[src/rtl/id_ex_pipe.sv]
// rtl/id_ex_pipe.sv - ID/EX pipeline register with write-back bypass, load-use bubble, flush and hold
// Optional feature: define ID_EX_BUBBLE_CNT_EN to add the bubble_count port and its counter.
module id_ex_pipe #(
  parameter int CTRL_W = 8
) (
  input  logic              clk,
  input  logic              rst,
  // decode stage
  input  logic              id_valid,
  input  logic [4:0]        id_rs,
  input  logic [4:0]        id_rt,
  input  logic [4:0]        id_rd,
  input  logic [31:0]       id_readdata1,
  input  logic [31:0]       id_readdata2,
  input  logic [31:0]       id_imm,
  input  logic              id_memread,
  input  logic              id_regwrite,
  input  logic [CTRL_W-1:0] id_ctrl,
  // write-back stage
  input  logic              wb_regwrite,
  input  logic [4:0]        wb_writereg,
  input  logic [31:0]       wb_writedata,
  // pipeline control
  input  logic              hold,
  input  logic              flush,
  output logic              stall_id,
  // execute stage
  output logic              ex_valid,
  output logic              ex_memread,
  output logic              ex_regwrite,
  output logic [4:0]        ex_rs,
  output logic [4:0]        ex_rt,
  output logic [4:0]        ex_rd,
  output logic [31:0]       ex_a,
  output logic [31:0]       ex_b,
  output logic [31:0]       ex_imm,
  output logic [CTRL_W-1:0] ex_ctrl
`ifdef ID_EX_BUBBLE_CNT_EN
  ,
  output logic [31:0]       bubble_count
`endif
);

  logic [31:0] byp_a;
  logic [31:0] byp_b;
  logic        wb_hit_rs;
  logic        wb_hit_rt;
  logic        load_use_rs;
  logic        load_use_rt;
  logic        hazard;

  // Write-back bypass: the register file returns stale data when it is
  // written and read in the same cycle, so take the value being written.
  // Register 0 is hard-wired to zero and never bypassed.
  always_comb begin
    wb_hit_rs = wb_regwrite && (wb_writereg != 5'd0) && (wb_writereg == id_rs);
    wb_hit_rt = wb_regwrite && (wb_writereg != 5'd0) && (wb_writereg == id_rt);
    byp_a     = wb_hit_rs ? wb_writedata : id_readdata1;
    byp_b     = wb_hit_rt ? wb_writedata : id_readdata2;
  end

  // Load-use detection: a load in EX whose destination is a source of the
  // decoding instruction cannot be forwarded in time, so one bubble is needed.
  // Only registered EX state and ID inputs feed this, never hold or flush.
  always_comb begin
    load_use_rs = (ex_rt == id_rs);
    load_use_rt = (ex_rt == id_rt);
    hazard      = id_valid && ex_valid && ex_memread && (ex_rt != 5'd0)
                  && (load_use_rs || load_use_rt);
    stall_id    = hazard || hold;
  end

  // Pipeline register: flush beats hold, hold beats the bubble, else load.
  // Kills clear only the valid/control fields so data paths do not toggle.
  always_ff @(posedge clk or posedge rst) begin
    if (rst) begin
      ex_valid    <= 1'b0;
      ex_memread  <= 1'b0;
      ex_regwrite <= 1'b0;
      ex_ctrl     <= '0;
      ex_rs       <= 5'd0;
      ex_rt       <= 5'd0;
      ex_rd       <= 5'd0;
      ex_a        <= 32'd0;
      ex_b        <= 32'd0;
      ex_imm      <= 32'd0;
    end else if (flush) begin
      ex_valid    <= 1'b0;
      ex_memread  <= 1'b0;
      ex_regwrite <= 1'b0;
      ex_ctrl     <= '0;
    end else if (hold) begin
      ex_valid    <= ex_valid;
    end else if (hazard) begin
      ex_valid    <= 1'b0;
      ex_memread  <= 1'b0;
      ex_regwrite <= 1'b0;
      ex_ctrl     <= '0;
    end else begin
      ex_valid    <= id_valid;
      ex_memread  <= id_valid && id_memread;
      ex_regwrite <= id_valid && id_regwrite;
      ex_ctrl     <= id_valid ? id_ctrl : '0;
      ex_rs       <= id_rs;
      ex_rt       <= id_rt;
      ex_rd       <= id_rd;
      ex_a        <= byp_a;
      ex_b        <= byp_b;
      ex_imm      <= id_imm;
    end
  end

`ifdef ID_EX_BUBBLE_CNT_EN
  // Count only bubbles that are actually inserted by the load-use hazard;
  // a flush or hold in the same cycle means no hazard bubble was issued.
  always_ff @(posedge clk or posedge rst) begin
    if (rst) begin
      bubble_count <= 32'd0;
    end else if (hazard && !hold && !flush) begin
      bubble_count <= bubble_count + 32'd1;
    end
  end
`endif

endmodule
[config.mk]
export PLATFORM = sky130hd
export DESIGN_NAME = id_ex_pipe
export DESIGN_NICKNAME = d
export VERILOG_FILES = /design/src/rtl/id_ex_pipe.sv
export SDC_FILE = /design/constraint.sdc
export NUM_CORES = 1
export LEC_CHECK = 0
export ABC_AREA = 1
export ABC_CLOCK_PERIOD_IN_PS = 4600
export CORE_UTILIZATION = 40
export DETAILED_ROUTE_END_ITERATION = 6
export PLACE_DENSITY = 0.9
export SKIP_LAST_GASP = 1
export SYNTH_ARGS = -nofsm -noshare
export SYNTH_HDL_FRONTEND = slang
export SYNTH_SLANG_ARGS = --single-unit
[constraint.sdc]
create_clock -name clk -period 4.6 [get_ports clk]
set_clock_uncertainty 0.05 [all_clocks]
set_input_delay 0.92 -clock clk [delete_from_list [all_inputs] [get_ports clk]]
set_output_delay 0.92 -clock clk [all_outputs]
set_load 0.01 [all_outputs]
[Word level (Yosys, flattened, before mapping)]
Index checks and enable logic that the tools add are counted.
Cells by class
  reductions and logical operators: 14
  eq/ne operators: 5
  bitwise gates (word level): 3
  mux-type cells: 15
Operators by type and width (count)
  32-bit 2-to-1 mux: 2
  8-bit 2-to-1 mux: 4
  5-bit equality test: 4
  5-bit nonzero test: 2
  1-bit logical AND: 9
  1-bit 2-to-1 mux: 9
  1-bit inverter: 3
  3-bit AND reduction: 1
  1-bit logical OR: 2
  2-bit by 1-bit != test with 1-bit output, second input constant: 1
Word-level totals
  register bits: 122
  word-level logic and storage cells: 47
  input bits: 164

[Longest topological paths before layout]
Gate-level depths: netlist of the first run.
  depth after elaboration: 7
  depth in mapped cells: 12
  depth with buffers taken out: 10

[Worst setup path after synthesis of the first run]
No wires, ideal clock.
  path type: in2out
  start: input id_rt[0]
  end: output stall_id
  path buffers: 1
  cell stages on the path: 9
  arrival time: 1.757 ns
  setup slack: 1.873 ns
  cells stage by stage: nand2_1 -> inv_1 -> nor2_1 -> nor2_1 -> nand3_1 -> nand2_1 -> a21oi_1 -> clkbuf_1 -> inv_1
Between the ends
  word-level cells in the longest chain between the ends: 4
Ends and longest elaborated chain
  start: declaration: RTL line 11  | input logic [4:0] id_rt,
  5-bit equality test: RTL line 67  | load_use_rt = (ex_rt == id_rt);
  1-bit logical OR: RTL line 69  | && (load_use_rs || load_use_rt);
  1-bit logical AND: RTL line 69
  1-bit logical OR: RTL line 70  | stall_id = hazard || hold;
  end: declaration: RTL line 26  | output logic stall_id,
Every way passes these cells.

[Worst setup path after layout of the first run]
  start: input id_rs[2]
  end: output stall_id
Between the ends
  word-level cells in the longest chain between the ends: 4
Ends and longest elaborated chain
  start: declaration: RTL line 10  | input logic [4:0] id_rs,
  5-bit equality test: RTL line 66  | load_use_rs = (ex_rt == id_rs);
  1-bit logical OR: RTL line 69
  1-bit logical AND: RTL line 69
  1-bit logical OR: RTL line 70
Every way passes these cells.

==> out/qor.yml, run 1 <==
vias: 6791
diodes: 0
vias_per_cell: 5.28
first_iter_violations: 534
sw_frac_of_total: 0.270
hold_depth: 2
grt_overflow_total: 0
area_growth_syn_to_layout_pct: 58.0
power_leakage_nw: 4.78
drive_gt1_frac: 0.0519
p_comb_frac: 0.235
whs_ns: 0.417
setup_tns_ns: 0
cap_viol_max_count: 0
internal_power_w: 0.00258
die_h_um: 126
min_path_type: "register to register"
ctsHoldBuffers: 0
ant_nets: 0
rows: 45
cp-startpoint: "id_rs[2]"
seqCellArea_sq_um: 3050
ys.warnings.count: 0
drc: 0
final-hold-violation-count: 0
r2r_cells: 11
crit_path_start_kind: "input pin"
slew_headroom: 0.381
syn_area_per_cell_sq_um: 7.44
critPathKind: "input pin to output pin"
multi_input_area_sq_um: 2750
rsz0062_at_grt: "no"
crit_end: "stall_id"
layout.cells.non_filler: 1287
grt_max_degree: 73
p_clk_frac: 0.400
critPathCaptureType: "output pin"
antenna_found_initial: 0
boundaryPins: 287
post_drt_wl_per_cell_um: 16.8
crit_arrival_ns: 2.61
fin_ws_ns: 1.02
yosys.area.top_type: "dfrtp_1"
r2r_start: "ex_rt[1]$_DFFE_PP0P_"
switching_power_w: 0.000954
dp_slack_ns: 1.04
root_buffer: "clkbuf_16"
synth_top_area_frac: 0.495
clock_latency_ns: 0.41
yosys-top-cells-area: "dfrtp_1 50%, nand2_1 24%, nand3_1 11%, nand4_1 4.8%, buf_2 1.9%"
cts_buffers: 17
core_sq_um: 15100
route.final.wire_length_um: 21600
ys_seq_area_frac: 0.495
finalCriticalPeriod_ns: 3.58
clk_pin_slew_ns: 0.05
max_freq_ghz: 0.279
setup_viol: 0
fillers: 1216
syn_area_sq_um: 6170
ys_ff_latch: 122
initial_core_util: 0.407
power_frac_seq: 0.364
grt.total_usage: 0.276
r2r_end: "ex_b[10]$_DFFE_PP0P_"
synthesis.nets: 993
die_w_um: 126
dr.pass1.iters: 5
gp_congestion: 0.905
clk_path_buf_depth: 2
dp_hpwl_um: 14500
ys_types: 19
mostFrequentLayoutCells: "396 x nand2_1, 286 x clkdlybuf4s50_1, 137 x nand3_1"
grt_pass1_wl_um: 34300
layout_commonest_cell: "nand2_1"
die-area_sq_um: 15900
p_per_area_nw_per_um2: 363
period_share: 0.779
status: "complete, no violations"
cts_resized: 0
worst_pin_slew_ns: 0.928
post-place-cells: 1255
vdd_ir_drop_max_mv: 0.242
cts_sinks: 122
postSynthCellCount: 829
grt_pass1_vias: 6646
worstPathRequired_ns: 3.63
nets: 1250
ff2ff_setup_slack_ns: 2.24
io_buffers: 286
path_max_fanout: 4
cts_tree: "done"
slew_violations: 0
htree_num_levels: 4
post_cts_buffers: 0
## kinds of logic (layout without fill, tap and decap cells)
family,after synthesis,after routing,share of synthesized area
and+or+nand+nor,600,600,0.414
DFF,122,122,0.495
buffers and inverters,82,352,0.0631
AOI/OAI and AO/OA,13,13,0.0110
xor gates and xnor gates,12,12,0.0170
## area by class of cell
cell class | count | area share
clock inverters | 12 | 0.0175
flip-flops and latches | 122 | 0.313
well taps | 188 | 0.0242
inverters | 20 | 0.00809
clock buffers | 20 | 0.0469
repair buffers | 300 | 0.307
multi-input cells | 625 | 0.283
## routing by layer
metal	part of all wire	track usage	up-vias
met5	0	0	-
met2	0.49	0.461	357
li1	-	-	3194
met3	0.074	0.0595	78
met4	0.048	0.165	0
met1	0.39	0.327	3162
## synthesized netlist by cell type
library cell  number
clkbuf_1          19
nand3b_1           1
nor2_1            18
nand4_1           47
a21oi_1            1
dfrtp_1          122
buf_6              1
buf_2             23
inv_2              3
nand3_2            1
buf_4             12
inv_1             17
buf_1              7
xor2_1             4
o21ai_0           11
nand3_1          137
nand2_1          396
o21bai_1           1
xnor2_1            8
## worst max-delay path, stage by stage
cell and delay, ns:
clkdlybuf4s50_1 0.54, inv_1 0.07, nand2_1 0.05, nand2_1 0.06
nor2_1 0.10, nand3_1 0.08, nand2_1 0.12, a21oi_4 0.07
inv_1 0.06, clkdlybuf4s50_1 0.52
## power by group through the flow
| stage | sequential, W | clock (W) | combinational [W] |
|---|---|---|---|
| after CTS | 0.00129 | 0.00143 | 0.000833 |
| after global routing | 0.00130 | 0.00149 | 0.000894 |
| after global placement | 0.00129 | 0 | 0.000814 |
| after floorplan | 0.00136 | 0 | 0.000261 |
| final | 0.00129 | 0.00141 | 0.000831 |
| after detailed placement | 0.00130 | 0 | 0.000827 |
## state kept, by name (all words and copies together) (netlist names)
name	flops
ex_a	32
ex_b	32
ex_rd	5
ex_ctrl	8
ex_memread	1
ex_imm	32
ex_valid	1
ex_rs	5
ex_regwrite	1
ex_rt	5
## worst min-delay path by stage
stage / startpoint / slack, ns / to
after floorplan: ex_imm[0]$_DFFE_PP0P_ / 0.46 / ex_imm[0]$_DFFE_PP0P_
after global placement: ex_imm[12]$_DFFE_PP0P_ / 0.40 / ex_imm[12]$_DFFE_PP0P_
after detailed placement: ex_imm[23]$_DFFE_PP0P_ / 0.41 / ex_imm[23]$_DFFE_PP0P_
after CTS: ex_imm[23]$_DFFE_PP0P_ / 0.42 / ex_imm[23]$_DFFE_PP0P_
after global routing: ex_imm[30]$_DFFE_PP0P_ / 0.44 / ex_imm[30]$_DFFE_PP0P_
final: ex_imm[9]$_DFFE_PP0P_ / 0.42 / ex_imm[9]$_DFFE_PP0P_
## per-stage QoR
step                instance area, sq um  power, W   util
global placement                    9110   0.00211  0.602
detailed placement                  9110   0.00213  0.602
finish                              9740   0.00353  0.643
floorplan                           6170   0.00162      -
global route                        9740   0.00369  0.643
CTS                                 9740   0.00355  0.643
No activity file was read; power rests on OpenSTA's default activity.
==> run 2: changes to the inputs <==
--- a/config.mk
+++ b/config.mk
@@ -6,7 +6,7 @@
 export NUM_CORES = 1
 export LEC_CHECK = 0
 export ABC_AREA = 1
-export ABC_CLOCK_PERIOD_IN_PS = 4600
+export ABC_CLOCK_PERIOD_IN_PS = 3450
 export CORE_UTILIZATION = 40
 export DETAILED_ROUTE_END_ITERATION = 6
 export PLACE_DENSITY = 0.9
==> constraint.sdc (replaced) <==
create_clock -name clk -period 3.45 [get_ports clk]
set_clock_uncertainty 0.05 [all_clocks]
set_input_delay 0.69 -clock clk [delete_from_list [all_inputs] [get_ports clk]]
set_output_delay 0.69 -clock clk [all_outputs]
set_load 0.01 [all_outputs]
==> out/qor.yml, run 2 (synthesis gave the netlist of run 1 again) <==
sw_frac_of_total: 0.267
critPathCaptureType: "output pin"
vias: 6705
grt_use_met1: 0.322
rsz0062_at_grt: "no"
r2r_cells: 10
cts_resized: 0
die_h_um: 126
switching_power_w: 0.00124
initial_core_util: 0.407
min_path_type: "register to register"
cts_sinks: 122
grt_max_degree: 109
root_buffer: "clkbuf_16"
vias_per_cell: 5.21
whs_endpoint: "ex_imm[19]$_DFFE_PP0P_"
hold_depth: 2
nets: 1250
min-delay-start: "ex_imm[19]$_DFFE_PP0P_"
period_share: 0.910
r2r_start: "ex_rt[2]$_DFFE_PP0P_"
worst_pin_slew_ns: 0.698
power_frac_seq: 0.368
final-hold-violation-count: 0
clock_latency_ns: 0.41
ant_nets: 0
grt-busiest-layer: "met2"
r2r_end: "ex_ctrl[6]$_DFFE_PP0P_"
grt_pass1_wl_um: 33500
slew_violations: 0
p_per_area_nw_per_um2: 479
clk_path_buf_depth: 2
finalCriticalPeriod_ns: 3.14
drive_gt1_frac: 0.0482
path_max_fanout: 4
clk_pin_slew_ns: 0.06
antenna_found_initial: 0
dr.pass1.iters: 5
htree_num_levels: 4
fillers: 1262
setup_viol: 0
internal_power_w: 0.00342
p_clk_frac: 0.394
mostFrequentLayoutCells: "396 x nand2_1, 286 x clkdlybuf4s50_1, 137 x nand3_1"
cap_viol_max_count: 0
vdd_ir_drop_max_mv: 0.314
cts_tree: "done"
power_leakage_nw: 4.77
use_met2: 0.453
diodes: 0
area_growth_syn_to_layout_pct: 57.6
whs_ns: 0.418
post_cts_buffers: 0
core_sq_um: 15100
p_comb_frac: 0.237
ff2ff_setup_slack_ns: 1.13
gp_congestion: 0.899
worstPathRequired_ns: 2.71
ctsHoldBuffers: 0
route.final.wire_length_um: 21300
first_iter_violations: 473
grt.total_usage: 0.270
boundaryPins: 287
max_freq_ghz: 0.318
io_buffers: 286
critPathKind: "input pin to output pin"
grtUsageMet3: 0.0671
status: "complete, no violations"
drc: 0
crit_path_start_kind: "input pin"
die-area_sq_um: 15900
cts_buffers: 17
setup_tns_ns: 0
layout_commonest_cell: "nand2_1"
rows: 45
post-place-cells: 1255
slew_headroom: 0.535
dp_hpwl_um: 14400
reg_top3: "ex_a x32, ex_b x32, ex_imm x32"
grt_pass1_vias: 6452
layout.cells.non_filler: 1287
post_drt_wl_per_cell_um: 16.5
crit_arrival_ns: 2.40
die_w_um: 126
grt_overflow_total: 0
-- run 2: cell types whose count changed in the layout (fill, tap and decap cells not counted), sizes merged --
cell | previous run | this run
clkinv | 7 | 6
clkbuf | 20 | 23
inv | 20 | 18
-- run 2: power by group through the flow --
stage / registers, W / clock network (W) / logic, W
6_report: 0.00172 / 0.00184 / 0.00111
5_1_grt: 0.00174 / 0.00194 / 0.00119
4_1_cts: 0.00171 / 0.00187 / 0.00111
3_5_place_dp: 0.00173 / 0 / 0.00110
3_3_place_gp: 0.00173 / 0 / 0.00108
2_1_floorplan: 0.00181 / 0 / 0.000348
-- run 2: area by class of cell --
type / instances / area, sq um / area share
clock buffers: 23 / 458 / 0.0471
repair buffers: 300 / 2990 / 0.308
inverters: 20 / 80.1 / 0.00824
flip-flops and latches: 122 / 3050 / 0.314
clock inverters: 9 / 145 / 0.0149
multi-input cells: 625 / 2750 / 0.283
well taps: 188 / 235 / 0.0242
-- run 2: worst max path at each step --
stage              from        to  slack, ns
3_5_place_dp   id_rs[2]  stall_id       0.34
5_1_grt        id_rs[0]  stall_id       0.17
6_report       id_rs[2]  stall_id       0.31
3_3_place_gp   id_rs[2]  stall_id       0.35
2_1_floorplan  id_rt[0]  stall_id       1.18
4_1_cts        id_rs[2]  stall_id       0.33
-- run 2: critical path: stages --
cell and delay (ns):
clkdlybuf4s50_1 0.55, inv_1 0.06, nand2_1 0.06, nand2_1 0.06
nor2_1 0.10, nand3_1 0.09, nand2_1 0.13, a21oi_4 0.07
inv_1 0.06, clkdlybuf4s50_1 0.54
-- run 2: metrics by stage --
stage | cell area [sq um] | worst slack, ns | util | power [W]
2_1_floorplan | 6170 | 1.18 | - | 0.00216
3_5_place_dp | 9110 | 0.341 | 0.602 | 0.00283
5_1_grt | 9720 | 0.167 | 0.642 | 0.00487
6_report | 9720 | 0.309 | 0.642 | 0.00466
4_1_cts | 9720 | 0.329 | 0.642 | 0.00469
3_3_place_gp | 9110 | 0.350 | 0.602 | 0.00281
-- run 2: per-layer routing --
metal	routed length (um)	share of wire
met1	8360	0.39
met2	10700	0.50
met3	1440	0.068
met4	772	0.036
met5	0	0
==> run 3: changes to the inputs <==
--- a/config.mk
+++ b/config.mk
@@ -6,8 +6,9 @@
 export NUM_CORES = 1
 export LEC_CHECK = 0
 export ABC_AREA = 1
-export ABC_CLOCK_PERIOD_IN_PS = 3450
-export CORE_UTILIZATION = 40
+export ABC_CLOCK_PERIOD_IN_PS = 2800
+export CORE_UTILIZATION = 38
+export CTS_CLUSTER_SIZE = 25
 export DETAILED_ROUTE_END_ITERATION = 6
 export PLACE_DENSITY = 0.9
 export SKIP_LAST_GASP = 1
==> constraint.sdc (replaced) <==
create_clock -name clk -period 2.8 [get_ports clk]
set_clock_uncertainty 0.05 [all_clocks]
set_input_delay 0.56 -clock clk [delete_from_list [all_inputs] [get_ports clk]]
set_output_delay 0.56 -clock clk [all_outputs]
set_load 0.01 [all_outputs]
==> out/qor.yml, run 3 (synthesis gave the netlist of run 1 again) <==
period_share: 0.908
cts_sinks: 122
slew_headroom: 0.518
core_sq_um: 15900
multi_input_area_sq_um: 2760
fillers: 1328
rsz0062_at_grt: "no"
antenna_found_initial: 0
grt.total_usage: 0.250
worstPathRequired_ns: 2.19
layout_commonest_cell: "nand2_1"
diodes: 0
io_buffers: 286
gp_congestion: 0.863
finalCriticalPeriod_ns: 2.54
max_freq_ghz: 0.393
dp_hpwl_um: 14600
power_leakage_nw: 4.86
die_w_um: 129
clk_path_buf_depth: 2
die-area_sq_um: 16700
critPathKind: "input pin to output pin"
initial_core_util: 0.388
crit_arrival_ns: 1.93
cts_buffers: 17
post_drt_wl_per_cell_um: 16.0
grt_pass1_wl_um: 32200
slew_violations: 0
critPathCaptureType: "output pin"
drive_gt1_frac: 0.0647
seqCellArea_sq_um: 3050
grt_pass1_vias: 6324
drc: 0
first_iter_violations: 595
vias: 6789
root_buffer: "clkbuf_16"
worst_pin_slew_ns: 0.723
crit_path_start_kind: "input pin"
final-hold-violation-count: 0
clock_latency_ns: 0.41
cts_resized: 2
vdd_ir_drop_max_mv: 0.378
grt_max_degree: 123
htree_num_levels: 4
whs_ns: 0.416
die_h_um: 129
path_max_fanout: 3
ant_nets: 0
p_per_area_nw_per_um2: 577
post_cts_buffers: 0
min_path_type: "register to register"
cap_viol_max_count: 0
area_growth_syn_to_layout_pct: 61.1
place_area_sq_um: 9330
grt_overflow_total: 0
setup_viol: 0
reg_top3: "ex_a x32, ex_b x32, ex_imm x32"
vias_per_cell: 5.11
status: "complete, no violations"
ctsHoldBuffers: 0
clk_pin_slew_ns: 0.06
boundaryPins: 287
nets: 1264
dr.pass1.iters: 6
setup_tns_ns: 0
mostFrequentLayoutCells: "395 x nand2_1, 285 x clkdlybuf4s50_1, 137 x nand3_1"
route.final.wire_length_um: 21300
fin_area_sq_um: 9930
cts_tree: "done"
rows: 46
-- run 3: worst max-delay path, stage by stage --
cell             delay, ns
clkdlybuf4s50_1       0.51
inv_1                 0.05
nand2_1               0.05
nand2_1               0.05
nor2_1                0.12
nand3_1               0.10
nand2_2               0.11
a21oi_4               0.06
inv_1                 0.05
dlygate4sd2_1         0.28
-- run 3: layout make-up --
type / instances / area share
repair buffers: 314 / 0.319
flip-flops and latches: 122 / 0.307
multi-input cells: 625 / 0.277
clock buffers: 20 / 0.0460
well taps: 216 / 0.0272
clock inverters: 12 / 0.0149
inverters: 20 / 0.00806
-- run 3: power breakdown --
| group | switching [W] | internal [W] |
|---|---|---|
| combinational | 0.000638 | 0.000746 |
| sequential | 0.000132 | 0.00198 |
| clock | 0.000796 | 0.00144 |
| total | 0.00157 | 0.00416 |
-- run 3: layer usage --
layer	GRT usage	wire length, um	up-vias
met1	0.300	8210	3124
met3	0.0500	1760	67
li1	-	-	3225
met4	0.123	781	0
met5	0	0	-
met2	0.427	10500	373
-- run 3: worst paths after layout --
| path | startpoint | to | slack [ns] | cells past startpoint |
|---|---|---|---|---|
| max | id_rs[1] | stall_id | 0.26 | 10 |
| max reg2reg | ex_rt[1]$_DFFE_PP0P_ | ex_a[3]$_DFFE_PP0P_ | 0.72 | 8 |
| max in group asynchronous | rst | ex_a[12]$_DFFE_PP0P_ | 1.55 | 3 |
| min reg2reg | ex_imm[6]$_DFFE_PP0P_ | ex_imm[6]$_DFFE_PP0P_ | 0.42 | 2 |
| min in group asynchronous | rst | ex_b[0]$_DFFE_PP0P_ | 0.59 | 3 |
| min | ex_imm[6]$_DFFE_PP0P_ | ex_imm[6]$_DFFE_PP0P_ | 0.42 | 2 |
-- run 3: through the flow --
stage	utilization	setup slack, ns	std cells	power [W]
3_3_place_gp	0.587	-0.00368	1297	0.00349
3_5_place_dp	0.587	-0.0281	1297	0.00352
6_report	0.625	0.256	1329	0.00573
5_1_grt	0.625	0.149	1329	0.00597
2_1_floorplan	-	0.693	829	0.00266
4_1_cts	0.625	0.266	1329	0.00577
